File: config.mk
export PLATFORM = sky130hd
export DESIGN_NAME = imul_iterative
export DESIGN_NICKNAME = d
export VERILOG_FILES = /design/src/rtl/imul_pkg.sv /design/src/rtl/imul_dpath.sv /design/src/rtl/imul_iterative.sv
export SDC_FILE = /design/constraint.sdc
export NUM_CORES = 1
export LEC_CHECK = 0
export BUFFER_PORTS_ARGS = -buffer_cell sky130_fd_sc_hd__buf_2
export CAP_MARGIN = 40
export CORE_MARGIN = 2
export CORE_UTILIZATION = 40
export CTS_BUF_LIST = sky130_fd_sc_hd__clkbuf_16
export DETAILED_ROUTE_END_ITERATION = 8
export HOLD_SLACK_MARGIN = 0.02
export SLEW_MARGIN = 30
export SYNTH_ARGS = -nofsm -noshare
export SYNTH_HDL_FRONTEND = slang
export SYNTH_HIERARCHICAL = 1
export SYNTH_SLANG_ARGS = --single-unit
File: constraint.sdc
create_clock -name clk -period 4.65 [get_ports clk]
set_input_delay 0.93 -clock clk [delete_from_list [all_inputs] [get_ports clk]]
set_output_delay 0.93 -clock clk [all_outputs]
set_load 0.01 [all_outputs]
File: src/rtl/imul_pkg.sv
// Shared types and sizing helpers for the iterative multiplier.
// The FSM encoding and the iteration-counter width live here.
package imul_pkg;

  typedef enum logic [1:0] {
    IDLE = 2'd0,
    CALC = 2'd1,
    DONE = 2'd2
  } state_t;

  function automatic int cnt_w(input int w);
    return ($clog2(w) < 1) ? 1 : $clog2(w);
  endfunction

endpackage

File: src/rtl/imul_dpath.sv
// Datapath of the shift-and-add multiplier.
// Holds the operand/result registers, sign handling, adder and shifters.
module imul_dpath
  import imul_pkg::*;
#(
  parameter int W = 32
) (
  input  logic           clk,
  input  logic           reset,
  input  logic           load,
  input  logic           step,
  input  logic           add_en,
  input  logic           fin,
  input  logic [2*W-1:0] msg,
  input  logic           sgn,
  output logic           b_lsb,
  output logic           b_rest_zero,
  output logic           cnt_last,
  output logic [2*W-1:0] result
);

  localparam int CW = cnt_w(W);

  logic [2*W-1:0] a_r;
  logic [2*W-1:0] r_r;
  logic [W-1:0]   b_r;
  logic [CW-1:0]  cnt_r;
  logic           neg_r;

  logic [W-1:0]   a_op_s;
  logic [W-1:0]   b_op_s;
  logic [2*W-1:0] sum_s;
  logic [2*W-1:0] final_s;

  // The most negative value maps onto 2^(W-1), which still fits as an unsigned W-bit magnitude.
  function automatic logic [W-1:0] magnitude(input logic [W-1:0] x, input logic s);
    if (s && x[W-1]) begin
      return ~x + {{(W-1){1'b0}}, 1'b1};
    end else begin
      return x;
    end
  endfunction

  assign a_op_s      = msg[2*W-1:W];
  assign b_op_s      = msg[W-1:0];
  assign b_lsb       = b_r[0];
  assign b_rest_zero = (b_r[W-1:1] == {(W-1){1'b0}});
  assign cnt_last    = (cnt_r == CW'(W - 1));
  assign result      = r_r;

  // Partial-sum adder plus the optional final two's-complement negation.
  always_comb begin
    sum_s   = r_r;
    final_s = r_r;
    if (add_en) begin
      sum_s = r_r + a_r;
    end else begin
      sum_s = r_r;
    end
    if (neg_r) begin
      final_s = ~sum_s + {{(2*W-1){1'b0}}, 1'b1};
    end else begin
      final_s = sum_s;
    end
  end

  // Operand capture on accept, then one shift/accumulate step per CALC cycle.
  always_ff @(posedge clk) begin
    if (reset) begin
      a_r   <= {(2*W){1'b0}};
      b_r   <= {W{1'b0}};
      r_r   <= {(2*W){1'b0}};
      cnt_r <= {CW{1'b0}};
      neg_r <= 1'b0;
    end else if (load) begin
      a_r   <= {{W{1'b0}}, magnitude(a_op_s, sgn)};
      b_r   <= magnitude(b_op_s, sgn);
      r_r   <= {(2*W){1'b0}};
      cnt_r <= {CW{1'b0}};
      neg_r <= sgn & (a_op_s[W-1] ^ b_op_s[W-1]);
    end else if (step) begin
      r_r   <= fin ? final_s : sum_s;
      a_r   <= a_r << 1;
      b_r   <= b_r >> 1;
      cnt_r <= cnt_r + CW'(1);
    end
  end

endmodule

File: src/rtl/imul_iterative.sv
// Multi-cycle MUL unit: val/rdy wrapper and control FSM around imul_dpath.
// One transaction in flight; the product is held until the consumer takes it.
module imul_iterative
  import imul_pkg::*;
#(
  parameter int W          = 32,
  parameter int EARLY_TERM = 1
) (
  input  logic           clk,
  input  logic           reset,
  input  logic           istream_val,
  output logic           istream_rdy,
  input  logic [2*W-1:0] istream_msg,
  input  logic           istream_sgn,
  output logic           ostream_val,
  input  logic           ostream_rdy,
  output logic [2*W-1:0] ostream_msg
);

  state_t state_r;

  logic load_s;
  logic step_s;
  logic add_en_s;
  logic done_s;
  logic fin_s;
  logic b_lsb_s;
  logic b_rest_zero_s;
  logic cnt_last_s;

  // An iteration is the last one at the top bit position, or once no multiplier bits remain.
  always_comb begin
    load_s   = istream_val && istream_rdy;
    step_s   = (state_r == CALC);
    add_en_s = step_s && b_lsb_s;
    done_s   = cnt_last_s || ((EARLY_TERM != 0) && b_rest_zero_s);
    fin_s    = step_s && done_s;
  end

  imul_dpath #(.W(W)) u_dpath (
    .clk         (clk),
    .reset       (reset),
    .load        (load_s),
    .step        (step_s),
    .add_en      (add_en_s),
    .fin         (fin_s),
    .msg         (istream_msg),
    .sgn         (istream_sgn),
    .b_lsb       (b_lsb_s),
    .b_rest_zero (b_rest_zero_s),
    .cnt_last    (cnt_last_s),
    .result      (ostream_msg)
  );

  // Control FSM with registered handshake outputs.
  always_ff @(posedge clk) begin
    if (reset) begin
      state_r     <= IDLE;
      istream_rdy <= 1'b1;
      ostream_val <= 1'b0;
    end else begin
      case (state_r)
        IDLE: begin
          if (istream_val) begin
            state_r     <= CALC;
            istream_rdy <= 1'b0;
          end
        end
        CALC: begin
          if (done_s) begin
            state_r     <= DONE;
            ostream_val <= 1'b1;
          end
        end
        DONE: begin
          if (ostream_rdy) begin
            state_r     <= IDLE;
            ostream_val <= 1'b0;
            istream_rdy <= 1'b1;
          end
        end
        default: begin
          state_r     <= IDLE;
          istream_rdy <= 1'b1;
          ostream_val <= 1'b0;
        end
      endcase
    end
  end

endmodule

======== Word-level counts from Yosys, hierarchy flattened ========
Index checks and enable logic that the tools add are counted.
storage, ports and cells
  input bits .............................. 69
  register bits after elaboration ......... 170
  output and inout bits ................... 66
operators by class
  reduce and logical (&&, ||, !) cells .... 13
  $add $sub $neg .......................... 5
  muxes and demuxes ....................... 19
  equal/unequal tests ..................... 6
  bitwise logic cells ..................... 7
operator list
  operator               count
  $mux 32                6
  $mux 64                3
  $add 32x1->32 const B  2
  $add 64x1->64 const B  1
  $add 64x64->64         1
  $not 32->32            2
  $not 64->64            1
  $logic_not 31->1       1
  $reduce_and 3->1       3
  $mux 2                 3
  $pmux 1 s3             2
  $pmux 2 s3             1
  $add 5x1->5 const B    1
  $eq 5x5->1 const B     1
  $logic_and 1x1->1      5
  $mux 1                 4
  $ne 2x2->1 const B     2
  $eq 2x1->1 const B     1
  $eq 2x2->1 const B     1
  $logic_not 2->1        1
  $ne 2x1->1 const B     1
  $not 1->1              2
  $reduce_bool 2->1      1
  $reduce_or 2->1        1
  other kinds (3)        3

======== Depth between registers and ports, before layout ========
  word-level depth ........................ 7
  mapped depth ............................ 18
  mapped depth without buffers ............ 16

======== By module ========
The synthesis kept the hierarchy.
by module, submodules not included
  module          cells each  seq. area each (µm²)  times used  area each (µm²)
  imul_dpath      2,133       3,323.2               1           15,671.3
  imul_iterative  23          80.1                  1           187.7

======== Least setup slack after synthesis ========
OpenSTA, ideal clock, no wires.
  kind .................................... reg-to-reg
  start point ............................. register u_dpath.r_r[0], in the netlist u_dpath/result[0]
  end point ............................... register u_dpath.r_r[62], in the netlist u_dpath/result[62]
  setup time .............................. 0.124 ns
  data required time ...................... 4.526 ns
  cell stages (with the launch flop) ...... 18
  arrival ................................. 4.077 ns
  period minus slack after synthesis ...... 4.200 ns
  slack ................................... 0.450 ns
  cells stage by stage .................... dfxtp_1 > ha_1 > inv_1 > fa_1 > nand2b_1 > a211o_2 > nand3_2 > a21oi_1 > o2111ai_1 > o311ai_1 > or4_1 > or4b_1 > buf_2 > nor3_4 > nand2_1 > o21a_1 > mux2i_1 > nand3_1
between the ends
  cells in the longest elaborated chain, start to end .. 6
ends and longest elaborated chain
  what                      RTL line          source
  start: declaration        imul_dpath.sv:25  logic [2*W-1:0] r_r;
  start signal: assignment  imul_dpath.sv:72  r_r <= {(2*W){1'b0}};
  start signal: assignment  imul_dpath.sv:78  r_r <= {(2*W){1'b0}};
  start signal: assignment  imul_dpath.sv:82  r_r <= fin ? final_s : sum_s;
  $add 64x64->64            imul_dpath.sv:56  sum_s = r_r + a_r;
  $mux 64 *                 imul_dpath.sv:55  if (add_en) begin
  $not 64->64               imul_dpath.sv:61  final_s = ~sum_s + {{(2*W-1){1'b0}}, 1'b1};
  $add 64x1->64             imul_dpath.sv:61
  $mux 64                   imul_dpath.sv:60  if (neg_r) begin
  $mux 64 *                 imul_dpath.sv:82
Every way passes the cells marked *; elsewhere a longest branch is shown, timed or not.
A chain may end at the register's enable or synchronous reset.

======== Final worst setup path ========
  start point ............................. register u_dpath.r_r[32], in the netlist u_dpath/result[32]
  end point ............................... register u_dpath.r_r[59], in the netlist u_dpath/result[59]
The elaborated chain is that of the path after synthesis.

==> metrics.txt <==
status=complete, no violations; max-slew violations=0; Synth area leader=dfxtp_1; worst setup path class=register to register; critical path required time=roughly 5.0 ns; Routed WL per cell=between 20 and 25 um; drt first-iter violations=~1500; asr flop ratio synth=0%; Longest Clk Path Bufs=2; register area share after synthesis=21.46%; Max-cap violations=0; Post-synth EDFFs=0; remaining antenna violation count=0; top cells by count, synth=249 x nor2_1, 193 x nand2_1, 170 x dfxtp_1; most frequent CP cell=buf_4; clock latency on the worst-skew pair=roughly 0.46 ns; crit end category=register; CP top delay family=simple AND/OR/NAND/NOR gates; vias per inst=roughly 6; Mapped Nets=between 2000 and 2500; core area=approximately 40000 um2; Most used DFF post-synth=dfxtp_1; largest net degree at the start of global routing=a little over 80; TritonCTS Buffers=17; Post-route DRC=0; Die Y-Extent=between 200 and 250 um; maximum fanout along the worst path=7; share of post-route cells with drive strength above 1=around 16%; Finished Core Util=roughly 47%; initial core utilization=between 40% and 50%; Die X-Extent=203.1 um; Fin. Hold Viols=0; CTS tree=built; Startpoint Class=register; ant diodes=0; Critical Path Max Stage Delay=approximately 0.55 ns; DR vias=~17000; Post-DP Area=about 17000 um2; number of global-route vias before repair=between 15000 and 20000; setup violators final=0; worst path cell trace=ha_1 > nand4_1 > buf_4 > nor2_1 > nand2_1 > nor4_1 > nor3_1 > xnor2_1 > mux2_2 > or3_4 > buf_4 > a211o_1 > o41ai_2 > nor3b_1 > a2111oi_2; Yosys top cell area share=approximately 21%; initial antenna violation count=1; Slew HR=around 45%; Max Fclk=0.2230 GHz; clock skew=0.01799 ns; most numerous cell in the Yosys netlist=nor2_1; Sink Count=170; Warnings, synthesis=6; Tmin final=between 4 and 5 ns; # H-tree levels=4; Tcrit/Tclk final=between 90% and 100%; Worst-Margin Slew=just over 0.8 ns; HPWL after DPL=approximately 45000 um; Mapped Cells=2156; Leakage=roughly 6.9 nW; CTS hold repair buffers=0; number of I/O port buffers=about 130; Multi-input gate area=approximately 12000 um2; Cell Rows=72; syn_area_per_cell=roughly 7.4 um2; Hold WC Path Type=register to register; synthesized area=between 15000 and 20000 um2; drt pass-1 iters=6; post-route cell area=between 15000 and 20000 um2; Tot GR Track Use=27.45%; cell area power density=224.0 nW/um2; Final nets=2413; CP Data Arrival Time=just under 5 ns; CP bufs+invs=2; first-pass GRT wire length=roughly 89000 um; I/O pins=between 100 and 150; register area=roughly 3400 um2; clock slew seen by the registers of the worst setup and hold paths=approximately 0.090 ns; Synth area leaders=dfxtp_1 21%, a211oi_1 6.5%, nor2_1 5.9%; grt total ovfl=0; Detailed Route WL=between 50000 and 60000 um; Total Power=4.075 mW; Hold WS=between 0.4 and 0.5 ns; Clock Tree Root=clkbuf_16; area delta synth->final=14.73%; CP max-delay cell=nor4_1; die area=a little over 40000 um2; Unique masters post-synth=a little over 100; FILL cells=about 4000; number of synthesized register bits=170; routability congestion estimate=a little over 1; Max rail drop VDD=about 0.19 mV
## layer usage
metal | part of all wire [%] | global-route usage (%)
met1 | 45 | 37.16
met5 | 0 | 0
met3 | 6.7 | 4.639
met4 | 3.6 | 10.79
met2 | 44 | 43.41
## final timing paths
path	from	end	slack (ns)	depth (start not counted)
setup / recovery	u_dpath/result[32]	u_dpath/result[59]	0.16	15
hold reg to reg	ostream_val	ostream_val	0.48	2
setup reg to reg	u_dpath/result[32]	u_dpath/result[59]	0.16	15
hold / removal	ostream_val	ostream_val	0.48	2
## through the flow
step	setup WS (ns)	cells	TNS, ns
6_report	0.1648	2806	0
5_1_grt	-0.001845	2806	-0.001845
4_1_cts	0.07043	2804	0
3_5_place_dp	0.1215	2772	0
3_3_place_gp	0.1589	2770	0
2_1_floorplan	0.4497	2156	0
## power by group
group	switching, mW	internal [mW]
clock	0.748	0.726
combinational	0.622	0.390
sequential	0.0669	1.52
## area by class of cell
type                       count  share of cell area (%)
sequential                   170                   18.70
clock inverter                15                  0.9627
timing repair buffer         244                   8.493
inverter                      36                  0.7427
multi-input combinational   1806                   65.20
clock buffer                  17                   2.338
tap                          518                   3.562
## cells in the final DEF (no fill, tap or decap), types with 15 or more instances in the layout
master     netlist  layout
a21o_1          24      23
nand4_1         45      45
a211oi_1       137     131
nor2_1         249     249
a21oi_1        157     155
o21ai_1         18      22
nor4_1          26      25
xor2_1          59      59
nand2_1        193     192
o211ai_1        20      20
ha_1            68      66
o21a_1          20      20
nand3_1         31      30
nand2b_1        17      17
or3_1           23      22
mux2i_1         88      88
xnor2_1         78      78
o31ai_1         20      20
inv_1           35      34
nor3_1          61      60
dfxtp_1        170     170
clkbuf_16        0      17
o21ai_0        130     125
buf_2           29     134
nor2b_1         68      68
a22oi_1         18      18
and3_1          15      15
buf_4            0     106
a31oi_1         33      33
## timing repair
action	4_1_cts	5_1_grt
buffers inserted	0	2
setup endpoints to repair	0	27
gates resized for setup	0	33
## kinds of logic after synthesis
family | Yosys count | share of synthesized area [%]
DFF | 170 | 21.46
xor gates and xnor gates | 137 | 7.566
adders and majority gates | 69 | 5.491
AOI/OAI and AO/OA | 705 | 29.89
buffers and inverters | 180 | 4.600
and+or+nand+nor | 799 | 24.87
muxes | 96 | 6.122
## state kept, by name, summed over array words and instances, names as in the netlist
name	count
state_r	2
u_dpath/a_r	64
u_dpath/b_r	32
u_dpath/cnt_r	5
u_dpath/result	64
u_dpath/neg_r	1
ostream_val	1
istream_rdy	1
## tightest hold or removal path: stages, from the launching register on
cell and delay, ns:
dfxtp_1 0.31, o21ai_0 0.06, a21oi_1 0.06
No activity file was read; power rests on OpenSTA's default activity.
